===== src/rtl/rate_limiter_pkg.sv =====
// ---------------------------------------------------------------------------
// rate_limiter_pkg
//   Shared widths and types for the slew-rate limiter.
//   DATA_W : width of the target/output value (unsigned)
//   STEP_W : width of the per-cycle step limit (unsigned)
// ---------------------------------------------------------------------------
package rate_limiter_pkg;

   localparam int DATA_W = 6;
   localparam int STEP_W = 3;

   typedef logic [DATA_W-1:0] data_t;
   typedef logic [STEP_W-1:0] step_t;

endpackage : rate_limiter_pkg


===== src/rtl/rl_next_calc.sv =====
// ---------------------------------------------------------------------------
// rl_next_calc
//   Combinational next-value logic for the rate limiter. It moves the current
//   output toward the target by at most step_size LSBs, landing exactly on the
//   target when the remaining distance is within one step.
// Ports
//   d_in      : target value (unsigned)
//   d_out     : current registered output (unsigned)
//   step_size : maximum change per cycle (unsigned, 0 = hold)
//   d_next    : value the output register loads on the next edge
// ---------------------------------------------------------------------------
module rl_next_calc
   import rate_limiter_pkg::*;
(
   input  data_t d_in,
   input  data_t d_out,
   input  step_t step_size,
   output data_t d_next
);

   // The distance is formed one bit wider than the data so that the sign bit
   // tells direction and the magnitude never wraps at either rail.
   function automatic data_t slew_clamp(input data_t tgt, input data_t cur, input step_t s);
      logic signed [DATA_W:0] diff;
      logic        [DATA_W:0] mag;
      logic        [DATA_W:0] s_ext;
      logic                   neg;
      data_t                  res;
      diff  = $signed({1'b0, tgt}) - $signed({1'b0, cur});
      neg   = diff[DATA_W];
      mag   = neg ? $unsigned(-diff) : $unsigned(diff);
      s_ext = {{(DATA_W + 1 - STEP_W){1'b0}}, s};
      res   = cur;
      if (mag == '0) begin
         res = cur;
      end else if (mag <= s_ext) begin
         res = tgt;
      end else if (neg) begin
         // mag > s here, so cur - s stays above tgt and cannot go below 0
         res = cur - data_t'(s);
      end else begin
         // mag > s here, so cur + s stays below tgt and cannot exceed the rail
         res = cur + data_t'(s);
      end
      return res;
   endfunction

   assign d_next = slew_clamp(d_in, d_out, step_size);

endmodule : rl_next_calc


===== src/rtl/rate_limiter.sv =====
// ---------------------------------------------------------------------------
// rate_limiter
//   Slew-rate limiter for an unsigned control value. Each rising edge the
//   registered output moves toward d_in by at most step_size LSBs, with no
//   overshoot and no wrap at 0 or full scale. One cycle of latency.
// Ports
//   clk       : clock, all state updates on the rising edge
//   rst       : synchronous active-high reset, forces d_out to 0
//   d_in      : target value, sampled every rising edge
//   step_size : maximum change of d_out per cycle (0 = hold)
//   d_out     : rate-limited output, driven straight from a register
// ---------------------------------------------------------------------------
module rate_limiter
   import rate_limiter_pkg::*;
(
   input  logic              clk,
   input  logic              rst,
   input  logic [DATA_W-1:0] d_in,
   input  logic [STEP_W-1:0] step_size,
   output logic [DATA_W-1:0] d_out
);

   data_t d_out_q;
   data_t d_out_d;
   data_t d_next;

   rl_next_calc u_next_calc (
      .d_in      (d_in),
      .d_out     (d_out_q),
      .step_size (step_size),
      .d_next    (d_next)
   );

   always_comb begin
      d_out_d = d_next;
   end

   // Output register: the only state in the block, so it takes the reset.
   always_ff @(posedge clk) begin
      if (rst) begin
         d_out_q <= '0;
      end else begin
         d_out_q <= d_out_d;
      end
   end

   assign d_out = d_out_q;

endmodule : rate_limiter


===== config.mk =====
export PLATFORM = sky130hd
export DESIGN_NAME = rate_limiter
export DESIGN_NICKNAME = d
export VERILOG_FILES = /design/src/rtl/rate_limiter_pkg.sv /design/src/rtl/rl_next_calc.sv /design/src/rtl/rate_limiter.sv
export SDC_FILE = /design/constraint.sdc
export NUM_CORES = 1
export LEC_CHECK = 0
export CAP_MARGIN = 20
export CORE_ASPECT_RATIO = 0.75
export CORE_UTILIZATION = 53
export DETAILED_ROUTE_END_ITERATION = 8
export GPL_ROUTABILITY_DRIVEN = 1
export PLACE_DENSITY = 0.81
export SLEW_MARGIN = 20
export SYNTH_ARGS = -nofsm -noshare
export SYNTH_HDL_FRONTEND = slang
export SYNTH_SLANG_ARGS = --single-unit

===== constraint.sdc =====
create_clock -name clk -period 5.35 [get_ports clk]
set_input_delay 1.07 -clock clk [delete_from_list [all_inputs] [get_ports clk]]
set_output_delay 1.07 -clock clk [all_outputs]
set_load 0.05 [all_outputs]

# Word level (Yosys, flattened, before mapping)
# Index checks and enable logic that the tools add are counted.
[word_totals] ff_bits=6 input_bits=11 output_inout_bits=6 wordCells=10
[op_classes] n_addsub=4 magnitude_cmp=1 muxes=3 reduce_logical=1
[op_table] op="$mux 6" n=2
[op_table] op="$le 7x3->1" n=1
[op_table] op="$logic_not 7->1" n=1
[op_table] op="$mux 7" n=1
[op_table] op="$neg 7->7" n=1
[op_table] op="$sub 6x6->7" n=1
[op_table] op="$add 6x3->6" n=1
[op_table] op="$sub 6x3->6" n=1

# Depth between registers and ports, before layout
# Gate-level depths: netlist (run 1).
[logic_depth] ltp_word=5 mapped_depth=17 mapped_depth_nobuf=16

# Hierarchy
# A second synthesis (run 1) with hierarchy kept.
[hier_totals] hier_cells=125 area_unflattened_um2=1048.5
[modules_own_cells] module="rl_next_calc" instances=1 cells_per_inst=113 area_each_um2=890.9 seq_area_each_um2=0.0
[modules_own_cells] module="rate_limiter" instances=1 cells_per_inst=12 area_each_um2=157.7 seq_area_each_um2=120.1

# Worst setup path before layout (run 1)
# OpenSTA, ideal clock, no wires.
[synth_timing] path_type="input -> register" from="input port d_in[0]" to="register d_out_q[5] (netlist: d_out[5])" setup_time_ns=0.095 arrival_ns=4.145 t_required_ns=5.255 slack_ns=1.110 path_stages=17 n_path_buf=1 cell_sequence="inv_1 -> ha_1 -> fa_1 -> and2b_1 -> o221ai_2 -> a21oi_2 -> buf_4 -> nor2_1 -> a21oi_1 -> ha_1 -> nor2b_1 -> o21ai_0 -> a21boi_0 -> or4_1 -> nand3_1 -> xnor2_1 -> a221oi_1"
[synth_between] elab_chain_cells=5 elab_cells_between_ends=7 cone_classes="2 x add/sub; 1 x order compare; 3 x mux; 1 x reduce/logical"
[synth_rtl] item="start, declared" line_no="rate_limiter.sv:18" text="input logic [DATA_W-1:0] d_in,"
[synth_rtl] item="$sub 6x6->7 (*)" line_no="rl_next_calc.sv:29" text="diff = $signed({1'b0, tgt}) - $signed({1'b0, cur});"
[synth_rtl] item="$neg 7->7" line_no="rl_next_calc.sv:31" text="mag = neg ? $unsigned(-diff) : $unsigned(diff);"
[synth_rtl] item="$mux 7" line_no="rl_next_calc.sv:31"
[synth_rtl] item="$le 7x3->1" line_no="rl_next_calc.sv:36" text="end else if (mag <= s_ext) begin"
[synth_rtl] item="$mux 6" line_no="rl_next_calc.sv:36"
[synth_rtl] item="end signal, assigned" line_no="rate_limiter.sv:43" text="d_out_q <= d_out_d;"
[synth_rtl] item="end, declared" line_no="rate_limiter.sv:23" text="data_t d_out_q;"
# Mark *: on every way between the ends. The rest lies on a longest branch, timed or not.
# A chain may end at the register's enable or synchronous reset.

# Worst setup path after layout (run 1)
# Ends and elaborated chain as after synthesis.

==> results_dict.tcl, run 1 <==
set metrics [dict create \
    status "finished, final reports clean" \
    nNetsFinal 187 \
    crit_path_end_kind "flip-flop" \
    cts_resized 0 \
    cts.path.max_buffers 2 \
    ios 17 \
    drive_above_1_share_pct 11.6 \
    ys_warn_count 0 \
    first_iter_violations 44 \
    max_freq_mhz 216 \
    synth_compound_area_share_pct 27.3 \
    syn_area_per_cell_um2 8.18 \
    cts_buffers 3 \
    root_buffer "clkbuf_4" \
    setup.worst_path.class "input pin to flip-flop" \
    timing.final.ws_setup_ps 717 \
    postCtsSetupBuffers 0 \
    drt-total-wl_um 2830 \
    dieArea_um2 2290 \
    cts_hold_buf 0 \
    cp.arrival_ps 4810 \
    clkSlewWorstSetupHoldPaths_ps 50 \
    largest_reg_flops 6 \
    dr.max_layer_used "met4" \
    post-route-period-util_pct 86.6 \
    synth_top_family_by_area "compound AO/OA/AOI/OAI gates" \
    synth.mux.area_fraction_pct 4.27 \
    row_count 13 \
    report.final.slew_viol_count 0 \
    async_reset_ff_share_pct 0 \
    seq_area_frac_synth_pct 10.8 \
    antenna_found_initial 0 \
    track_usage_pct 28.5 \
    cpMostUsedCell "ha_1" \
    synthSimpleGateAreaFrac_pct 21.9 \
    synthAdderAreaFrac_pct 22.7 \
    syn2layout_area_growth_pct 19.2 \
    rsz0062_at_grt "no" \
    synth-edff-count 0 \
    avgViaCountPerCell 6.14 \
    wl_per_cell_um 16.0 \
    initial_core_util_pct 60.0 \
    design.core.area_um2 1850 \
    synth-xor-area-share_pct 6.86 \
    cp.required_ps 5530 \
    cts-htree-levels 1 \
    tns_ps 0 \
    grt_max_degree 11 \
    synth_seq_cells 6 \
    dp_hpwl_um 2270 \
    synth.net_count 166 \
    gr-total-overflow 0 \
    cts_tree "yes" \
    wl_met3_um 177 \
    critPathMaxStageDelay_ps 450 \
    synth_ff_type "dfxtp_1" \
    synth.cell_area_um2 1110 \
    fin_worst_skew_ps 11.1 \
    drcViolationCount 0 \
    grt_pass1_vias 1050 \
    drtAntennaViolNets 0 \
    numPortBuffers 16 \
    slowest_stage "clkdlybuf4s50_1" \
    whs_ps 629 \
    hp-class "flip-flop to flip-flop" \
    hold_viol 0 \
    num_vias 1087 \
    cp-start-kind "input pin" \
    fp.dieH_um 41.7 \
    pre_cts_ws_ps 445 \
    path_cells "clkdlybuf4s50_1 > inv_1 > ha_1 > fa_1 > and2b_1 > o221ai_2 > a21oi_2 > nor2_1 > a21oi_1 > ha_1 > nor2b_1 > o21ai_0 > a21boi_0 > or4_1 > nand3_1 > xnor2_1 > a221oi_1" \
    fin_util_pct 71.5 \
    die_w_um 54.9 \
    crit_fanout 6 \
    period_needed_ps 4630 \
    synthCells 136 \
    clk_latency_ps 270 \
    timing.slew.headroom_pct 65.7 \
    drv_cap 0 \
    met2_length_um 1280 \
    grt_pass1_wl_um 4660 \
    synthDistinctLibCells 54 \
    met1_length_um 1350 \
    place.gp.congestion 0.824 \
    tightest_slew_ps 512 \
    diodes 0 \
    clock_sinks 6 \
    finalSetupViolCount 0 \
    dr.pass1.iters 4 \
]
Yosys cell counts, types with 2 or more instances:
master	number	share of area, %
ha_1	17	19
fa_1	2	3.6
mux2_1	2	2.0
or3_1	2	1.1
o311ai_1	2	1.6
xnor2_1	4	3.1
nand2_1	5	1.7
nand3_1	3	1.3
nor2b_1	2	1.1
a221oi_1	2	1.6
nor2_1	13	4.4
a21oi_2	2	1.6
nand2b_1	4	2.2
a21o_1	2	1.3
nor3_1	4	1.8
dfxtp_1	6	11
nand3b_1	2	1.3
a311oi_1	3	2.4
a21oi_1	8	3.6
o21ai_0	3	1.3
inv_1	15	5.1
cells in the final DEF (no fill, tap or decap), types with 2 or more instances in the layout:
| cell type | n |
|---|---|
| dfxtp_1 | 6 |
| inv_1 | 15 |
| a21oi_2 | 2 |
| nor3_1 | 4 |
| nand3b_1 | 2 |
| o311ai_1 | 2 |
| ha_1 | 17 |
| or3_1 | 2 |
| a21oi_1 | 8 |
| fa_1 | 2 |
| clkdlybuf4s50_1 | 16 |
| mux2_1 | 2 |
| nand3_1 | 3 |
| nand2b_1 | 4 |
| a21o_1 | 2 |
| o21ai_0 | 3 |
| xnor2_1 | 4 |
| nor2_1 | 13 |
| a221oi_1 | 2 |
| a311oi_1 | 3 |
| nand2_1 | 5 |
| buf_4 | 2 |
| nor2b_1 | 2 |
| clkbuf_4 | 3 |
critical path: cells and delay by family:
| kind | cells | cell delay [ps] |
|---|---|---|
| buf+inv | 2 | 500 |
| simple gates | 5 | 1000 |
| compound gates | 6 | 1280 |
| xor+xnor | 1 | 60 |
| fa+ha+maj | 3 | 910 |
kinds of logic after synthesis:
kind of cell,Yosys count
multiplexers,4
AO/OA/AOI/OAI,38
buffers and inverters,17
flip-flops,6
XOR/XNOR,7
adder cells (fa/ha/maj),19
AND/OR/NAND/NOR,45
cell type report:
type                    count  area, um^2
well taps                  22        27.5
flip-flops and latches      6         120
clock buffers               3        22.5
repair buffers             18         175
multi-input cells         113         925
fillers                   159         528
inverters                  15        56.3
per-layer routing:
metal	global-route usage, %	up-vias
li1	-	542
met1	40.1	500
met2	44.3	40
met3	6.96	5
met4	4.50	0
met5	0	-
worst paths after layout:
| check | start | endpoint | slack [ps] | cells after the start |
|---|---|---|---|---|
| worst min register to register | d_out[4] | d_out[4] | 630 | 1 |
| worst min-delay path | d_out[4] | d_out[4] | 630 | 1 |
| worst max register to register | d_out[0] | d_out[5] | 1680 | 15 |
| worst max-delay path | d_in[0] | d_out[5] | 720 | 17 |
per-stage QoR:
step           instance area (um^2)  instances
2_1_floorplan                  1110        136
3_3_place_gp                   1300        174
4_1_cts                        1330        177
6_report                       1330        177
3_5_place_dp                   1300        174
5_1_grt                        1330        177
Power of run 1 is left out: the tool's default activity adds up to more than one toggle a clock period on the data nets, which glitch-free logic cannot reach.
==> run 2, diff against run 1 <==
- PLACE_DENSITY: 0.81 -> 0.79
==> run 2 against run 1 <==
  * Register-to-register slack worse by 80 ps
  * Count of clock-buffer cells in the layout unchanged
  * Highest routed layer unchanged
  * Clock skew down 9.6 ps
  * Die area unchanged
  * Critical path depth unchanged
  * Hold slack improved by 9.1 ps
  * Sequential share of layout area stayed put
  * Routed wire length decreased by 13%
  * First-iteration DRC count decreased by 41%
  * Fmax is 2.0% lower
  * Cell count unchanged
  * Final area unchanged
==> results_dict.tcl, run 2 (synthesis results as in run 1) <==
set metrics [dict create \
    status "finished, final reports clean" \
    post-route-period-util_pct 88.4 \
    min_from "d_out[4]" \
    track_usage_pct 25.7 \
    dp_hpwl_um 2080 \
    layout_common_cells "ha_1, clkdlybuf4s50_1, inv_1" \
    cts_buffers 3 \
    finalSetupViolCount 0 \
    diodes 0 \
    max_freq_mhz 212 \
    cts_hold_buf 0 \
    drt-total-wl_um 2470 \
    hp-class "flip-flop to flip-flop" \
    avgViaCountPerCell 5.97 \
    cts.path.max_buffers 2 \
    drive_above_1_share_pct 11.6 \
    ios 17 \
    holdPathStages 1 \
    reg2reg_from "d_out[0]" \
    design.core.area_um2 1850 \
    dieArea_um2 2290 \
    rr_worst_depth 15 \
    use_met3_pct 5.86 \
    row_count 13 \
    placed_area_um2 1300 \
    final_area_um2 1330 \
    r2r_slack_ps 1600 \
    drcViolationCount 0 \
    grt.busiest_layer "met2" \
    grt_max_degree 11 \
    place.gp.congestion 0.864 \
    cts-htree-levels 1 \
    crit_fanout 5 \
    numPortBuffers 16 \
    die_w_um 54.9 \
    fin_worst_skew_ps 1.53 \
    cp.arrival_ps 4880 \
    clk_latency_ps 250 \
    syn2layout_area_growth_pct 19.2 \
    cp.required_ps 5500 \
    hold_end "d_out[4]" \
    rr_endpoint "d_out[5]" \
    layout_commonest_cell "ha_1" \
    nNetsFinal 187 \
    clock_sinks 6 \
    rsz0062_at_grt "no" \
    period_needed_ps 4730 \
    cts_tree "yes" \
    grt_pass1_vias 1030 \
    grt_use_met2_pct 41.4 \
    drv_cap 0 \
    first_iter_violations 26 \
    tightest_slew_ps 497 \
    drtAntennaViolNets 0 \
    hold_viol 0 \
    grt_pass1_wl_um 4310 \
    tns_ps 0 \
    postCtsSetupBuffers 0 \
    cts_resized 0 \
    cp-start-kind "input pin" \
    timing.slew.headroom_pct 66.6 \
    dr.pass1.iters 4 \
    setup.worst_path.class "input pin to flip-flop" \
    report.final.slew_viol_count 0 \
    gr-total-overflow 0 \
    clkSlewWorstSetupHoldPaths_ps 40 \
    largest_reg_flops 6 \
    antenna_found_initial 0 \
    crit_path_end_kind "flip-flop" \
    root_buffer "clkbuf_4" \
    fp.dieH_um 41.7 \
    num_vias 1057 \
    met1_usage_pct 34.1 \
    initial_core_util_pct 60.0 \
    wl_per_cell_um 14.0 \
]
[run 2: cell counts in the layout (fill, tap and decap cells not counted)]
Identical to the previous run, type by type.
[run 2: final cells by class]
cell class / count / area, um^2
clock buffers: 3 / 22.5
fillers: 164 / 528
inverters: 15 / 56.3
multi-input cells: 113 / 925
flip-flops and latches: 6 / 120
well taps: 22 / 27.5
repair buffers: 18 / 175
[run 2: how the worst max path moves through the flow]
stage,from,slack (ps),endpoint
after detailed placement,d_in[0],390,d_out[5]
after global routing,d_in[0],270,d_out[5]
after CTS,d_in[0],610,d_out[5]
after floorplan,d_in[0],1110,d_out[5]
final,d_in[0],620,d_out[5]
after global placement,d_in[0],570,d_out[5]
[run 2: metal layers]
metal  up-vias  part of all wire (%)
li1        542                     -
met1       495                    52
met5         -                     0
met4         0                  0.16
met3         2                   3.8
met2        18                    44
[run 2: critical path, cell delays in order]
cell	delay, ps
clkdlybuf4s50_1	450
inv_1	50
ha_1	210
fa_1	430
and2b_1	280
o221ai_2	150
a21oi_2	270
nor2_1	60
a21oi_1	220
ha_1	270
nor2b_1	130
o21ai_0	240
a21boi_0	180
or4_1	410
nand3_1	110
xnor2_1	70
a221oi_1	280
[run 2: through the flow]
stage          hold slack [ps]  util [%]  worst slack, ps  cells
2_1_floorplan              820         -             1110    136
3_3_place_gp               609      70.3              569    174
3_5_place_dp               638      70.3              390    174
4_1_cts                    646      71.5              610    177
5_1_grt                    668      71.5              273    177
6_report                   638      71.5              622    177
Power of run 2 is left out for the same reason.
==> run 3, diff against run 2 <==
- SLEW_MARGIN: 20 -> default
==> results of run 3 <==
Final layout, timing and power as in run 2 (identical DEF).
Power of run 3 is left out for the same reason.
